## src/rtl/soc_system_pio_hs_out.sv

```systemverilog
// soc_system_pio_hs_out: Avalon-MM output PIO forwarding each written word to fabric over a valid/ack handshake
// Ports: clk, reset_n (async active-low); address/chipselect/write_n/writedata/readdata form the
//        Avalon slave (0 DATA, 1 STATUS, 2 OUTSET, 3 OUTCLEAR); out_port/out_valid/out_ack form the
//        fabric handshake.
module soc_system_pio_hs_out #(
   parameter int                    DATA_WIDTH     = 32,
   parameter logic [DATA_WIDTH-1:0] RESET_VALUE    = '0,
   parameter int                    TIMEOUT_CYCLES = 1024
) (
   input  logic                  clk,
   input  logic                  reset_n,
   input  logic [1:0]            address,
   input  logic                  chipselect,
   input  logic                  write_n,
   input  logic [31:0]           writedata,
   output logic [31:0]           readdata,
   output logic [DATA_WIDTH-1:0] out_port,
   output logic                  out_valid,
   input  logic                  out_ack
);
   typedef enum logic {IDLE, SEND} state_t;
   state_t                state_q, state_d;
   logic [DATA_WIDTH-1:0] target_q, target_d, port_q, port_d, wdata;
   logic                  pending_q, pending_d, overflow_q, overflow_d, timeout_q, timeout_d;
   logic [15:0]           cnt_q, cnt_d;
   logic [31:0]           readdata_q, readdata_d;
   logic                  wr, wr_tgt, wr_stat, load, expire;
   always_comb begin
      wr         = chipselect && !write_n;
      wr_tgt     = wr && address != 2'd1;
      wr_stat    = wr && address == 2'd1;
      wdata      = writedata[DATA_WIDTH-1:0];
      load       = state_q == IDLE && pending_q;
      expire     = state_q == SEND && !out_ack && cnt_q == 16'(TIMEOUT_CYCLES - 1);
      state_d    = state_q;
      port_d     = port_q;
      cnt_d      = cnt_q;
      // the load sends the pre-write target; a write on the load edge simply re-arms pending
      target_d   = !wr_tgt ? target_q :
                   address == 2'd0 ? wdata :
                   address == 2'd2 ? target_q | wdata : target_q & ~wdata;
      pending_d  = wr_tgt || (pending_q && !load);
      overflow_d = (wr_tgt && pending_q && !load) || (overflow_q && !(wr_stat && writedata[2]));
      timeout_d  = expire || (timeout_q && !(wr_stat && writedata[3]));
      if (load) begin
         state_d = SEND;
         port_d  = target_q;
         cnt_d   = '0;
      end else if (state_q == SEND) begin
         if (out_ack || expire) state_d = IDLE;
         else cnt_d = cnt_q + 16'd1;
      end
      readdata_d = address == 2'd1 ? {28'd0, timeout_q, overflow_q, pending_q, state_q == SEND}
                                   : 32'(target_q);
   end
   always_ff @(posedge clk or negedge reset_n) begin
      if (!reset_n) begin
         state_q    <= IDLE;
         target_q   <= RESET_VALUE;
         port_q     <= RESET_VALUE;
         pending_q  <= 1'b0;
         overflow_q <= 1'b0;
         timeout_q  <= 1'b0;
         cnt_q      <= '0;
         readdata_q <= '0;
      end else begin
         state_q    <= state_d;
         target_q   <= target_d;
         port_q     <= port_d;
         pending_q  <= pending_d;
         overflow_q <= overflow_d;
         timeout_q  <= timeout_d;
         cnt_q      <= cnt_d;
         readdata_q <= readdata_d;
      end
   end
   assign out_valid = state_q == SEND;
   assign out_port  = port_q;
   assign readdata  = readdata_q;
endmodule

```

## config.mk

```make
export PLATFORM = sky130hd
export DESIGN_NAME = soc_system_pio_hs_out
export DESIGN_NICKNAME = d
export VERILOG_FILES = /design/src/rtl/soc_system_pio_hs_out.sv
export SDC_FILE = /design/constraint.sdc
export NUM_CORES = 1
export LEC_CHECK = 0
export ABC_CLOCK_PERIOD_IN_PS = 1700
export CAP_MARGIN = 20
export CORE_UTILIZATION = 47
export CTS_BUF_LIST = sky130_fd_sc_hd__clkbuf_4 sky130_fd_sc_hd__clkbuf_8
export CTS_CLUSTER_SIZE = 25
export DETAILED_ROUTE_END_ITERATION = 8
export PLACE_DENSITY = 0.78
export SLEW_MARGIN = 15
export SYNTH_ARGS = -nofsm -noshare
export SYNTH_HDL_FRONTEND = slang
export SYNTH_SLANG_ARGS = --single-unit
```

## constraint.sdc

```tcl
create_clock -name clk -period 1.7 [get_ports clk]
set_clock_uncertainty 0.15 [all_clocks]
set_input_delay 0.34 -clock clk [delete_from_list [all_inputs] [get_ports clk]]
set_output_delay 0.34 -clock clk [all_outputs]
set_load 0.1 [all_outputs]
```

==> impl_summary.txt <==
----------------------------------------------------
[Finish]
  Antenna diodes ... 0
  Fraction of final layout cells with drive strength greater than 1 ... 0.292
  Synth-to-layout area growth ... 55.5%
  Area of combinational cells with multiple inputs ... 1790 um^2
  Fill count ... ~630
  Finished Core Util ... 0.755
  Seq. cell area ... 2910 um^2
  Total number of nets in the final design ... 638

[Yosys]
  Sequential element share of the synthesized area ... 0.609
  Top flip-flop cell by instance count after synthesis ... dfrtp_1
  Mean instance size in the synthesized netlist ... 10.5 um^2
  Ranking of synthesized cells by area ... dfrtp_1 (61%), nand2_1 (8.9%), and2_1 (3.7%)
  Number of flip-flops and latches in the synthesized netlist ... about 120
  Library cell with the highest instance count after synthesis ... dfrtp_1
  Count of mapped cells out of synthesis ... roughly 460
  Yosys synthesis warning count ... 0
  Netlist cell types ... 42
  Post-Synthesis Cell Area ... between 4000 and 5000 um^2
  Area share of the leading cell type in the synthesized netlist ... 0.609
  Fraction of synthesis flops using an asynchronous set or reset pin ... 1.00
  Number of synthesized flops with an enable pin ... 0
  List of most frequent post-synthesis cells ... dfrtp_1 (116), nand2_1 (113), nor2_1 (36)
  Largest area contributor in the netlist ... dfrtp_1
  Net count after synthesis ... around 500

[Placed design]
  Routability Congestion ... 0.788
  DPL Wire Length ... roughly 8.6 mm
  Total of buffers placed on input and output ports ... 103

[GRT]
  Number of antenna violations at the first check in global routing ... 0
  All-Layer GR Usage ... 0.252
  Vias in the first global route ... 4075
  Global-route wire length before repair ... 19.8 mm
  GRT overflow ... 0
  Pin count of the biggest net entering global routing ... 30

[Clock network]
  Max Root-Sink Buffers ... 2
  Clock network latency to the later pin of the worst-skew pair ... 0.43 ns
  Register clock-pin slew on the reported worst setup and hold paths ... 0.07 ns
  Sink count of the clock tree ... 116
  Clock Tree Root ... clkbuf_8
  H-tree depth ... 4
  Number of CTS-inserted buffers ... 17
  TritonCTS clock tree ... done

[Critical path]
  Worst Path Class, Setup ... reg2reg
  CP peak stage delay ... 0.42 ns
  Startpoint Class ... flop
  Critical Path, Cell by Cell ... nor4b_4 > nand3b_4 > o21ai_4 > buf_6 > o31ai_4 > a21oi_2
  Number of buffer and inverter stages on the critical path ... 1
  Endpoint required time on the critical path ... approximately 1.9 ns
  Largest fanout of any net on the critical path ... 7
  Slowest library cell on the worst path ... dfrtp_1
  Crit path capture type ... flop
  Depth of the worst register-to-register path ... 6
  Signal arrival time at the worst endpoint ... 1.98 ns
  Family with the most delay on the worst path ... simple AND/OR/NAND/NOR gates
  Logic depth of the worst setup path including buffers ... 6

[Floorplanning]
  Number of primary I/O pins ... 104
  Die area ... 10600 um^2
  Core Rows ... 36
  CORE AREA ... between 9000 and 10000 um^2
  Y dimension of the die ... 103 um
  Starting Density ... 0.486
  Width of the die ... a little over 100 um

[Power]
  Final Total Pwr ... around 10 mW
  Leakage power total ... 3.44 nW
  Worst IR drop on VDD ... between 0.0009 and 0.001 V
  Power per unit of standard cell area ... 1350 nW/um^2

[Timing]
  Peak Freq ... 561 MHz
  Setup ws final ... -0.0834 ns
  Period Utilization, post-route ... 1.05
  Unrepaired setup endpoints after global routing ... true
  Transition time at the pin with the least slew margin ... 0.420 ns
  Final setup violation count ... 11
  Pins Over Slew Limit ... 0
  Shortest clock period the worst path allows after layout ... 1.78 ns
  Hold Violations, Final ... 0
  Hold WS ... 0.232 ns
  Worst-case headroom to the max-slew limit ... 0.717

[Run]
  Max-cap violations ... 0

[Route]
  Via count ... 4023
  Via-to-Cell Ratio ... approximately 5.4
  DRC violations left ... 0
  Antenna-violating nets left ... 0
  WL per Instance ... 17.2 um
  Overall routed net length ... 12.7 mm
  First-pass DRT Iterations ... 4
  First-iteration detailed-routing DRC count ... 225

[Status]
  Violations in the final reports ... negative setup slack
  Result of the run ... complete, but fails checks

[Hold path]
  Class of the most critical hold timing path ... in2async

----------------------------------------------------
area by class of cell:
cell class | count | area share
clock buffer | 21 | 0.0381
clock inverter | 10 | 0.0207
inverter | 4 | 0.00202
multi-input combinational | 311 | 0.242
sequential | 116 | 0.392
tap | 133 | 0.0224
timing repair buffer | 148 | 0.283
layer usage:
| metal | vias to the layer above | global-route usage | share of wire |
|---|---|---|---|
| li1 | 1821 | - | - |
| met1 | 2006 | 0.308 | 0.38 |
| met2 | 162 | 0.420 | 0.53 |
| met3 | 34 | 0.0644 | 0.060 |
| met4 | 0 | 0.120 | 0.033 |
| met5 | - | 0 | 0 |
per-stage QoR:
stage	area, um^2	TNS, ns	cells	setup WS, ns
floorplan	4780	-0.264	456	-0.130
global placement	6860	-12.70	706	-0.271
detailed placement	6860	-17.03	706	-0.411
CTS	7350	-0.743	741	-0.0961
global route	7420	-1.50	743	-0.154
finish	7420	-0.567	743	-0.0834
cells in the final DEF, fill, tap and decap left out, drive strengths merged:
| cell | instances |
|---|---|
| a211oi | 29 |
| a21oi | 34 |
| a22o | 1 |
| a31oi | 1 |
| and2 | 28 |
| and2b | 1 |
| and3 | 4 |
| and4 | 1 |
| buf | 110 |
| bufinv | 4 |
| clkbuf | 21 |
| clkdlybuf4s50 | 37 |
| clkinv | 6 |
| dfrtp | 116 |
| dlygate4sd3 | 1 |
| ha | 1 |
| inv | 4 |
| mux2 | 4 |
| mux2i | 1 |
| nand2 | 113 |
| nand2b | 4 |
| nand3 | 10 |
| nand3b | 1 |
| nor2 | 37 |
| nor2b | 6 |
| nor3 | 1 |
| nor4 | 1 |
| nor4b | 1 |
| o2111ai | 1 |
| o211ai | 4 |
| o21ai | 12 |
| o311ai | 1 |
| o31ai | 5 |
| o41ai | 1 |
| or3 | 2 |
| or4 | 1 |
| xor2 | 5 |
worst register-to-register path: cells and delay by family, from the launching register on:
family                 cells  cell delay, ns
AO/OA/AOI/OAI              3            0.46
buffers and inverters      1            0.16
flip-flops                 1            0.42
AND/OR/NAND/NOR            2            0.51
cells by family (layout without fill, tap and decap cells):
logic type / after synthesis / after routing / share of synthesized area
AOI/OAI and AO/OA: 89 / 89 / 0.130
xor gates and xnor gates: 5 / 5 / 0.00918
adders and majority gates: 1 / 1 / 0.00262
buffers and inverters: 29 / 183 / 0.0294
DFF: 116 / 116 / 0.609
muxes: 5 / 5 / 0.0115
and+or+nand+nor: 211 / 211 / 0.209
what timing repair did:
action                                  4_1_cts  5_1_grt
gates resized for setup                       6       12
endpoints found under the hold margin        23        0
setup buffers                                 2        2
endpoints found under the setup margin       10       32
pin swaps                                     6        8
hold buffers                                  1        0
cloned                                        1        0
path summary, 6_finish.rpt:
kind,slack [ns],start,end
max,-0.08,cnt_q[15]$_DFFE_PN0P_,cnt_q[8]$_DFFE_PN0P_
min,0.23,reset_n,cnt_q[10]$_DFFE_PN0P_
max reg2reg,-0.08,cnt_q[15]$_DFFE_PN0P_,cnt_q[8]$_DFFE_PN0P_
min reg2reg,0.35,cnt_q[6]$_DFFE_PN0P_,cnt_q[6]$_DFFE_PN0P_
max in group asynchronous,0.62,reset_n,async pin
min in group clk,0.34,writedata[22],flop
where the power goes:
group	switching [mW]	leakage [nW]	internal, mW
clock network	1.07	0.229	1.71
logic	2.41	1.66	1.33
registers	0.381	1.55	3.10
(Power assumes the default switching activity.)
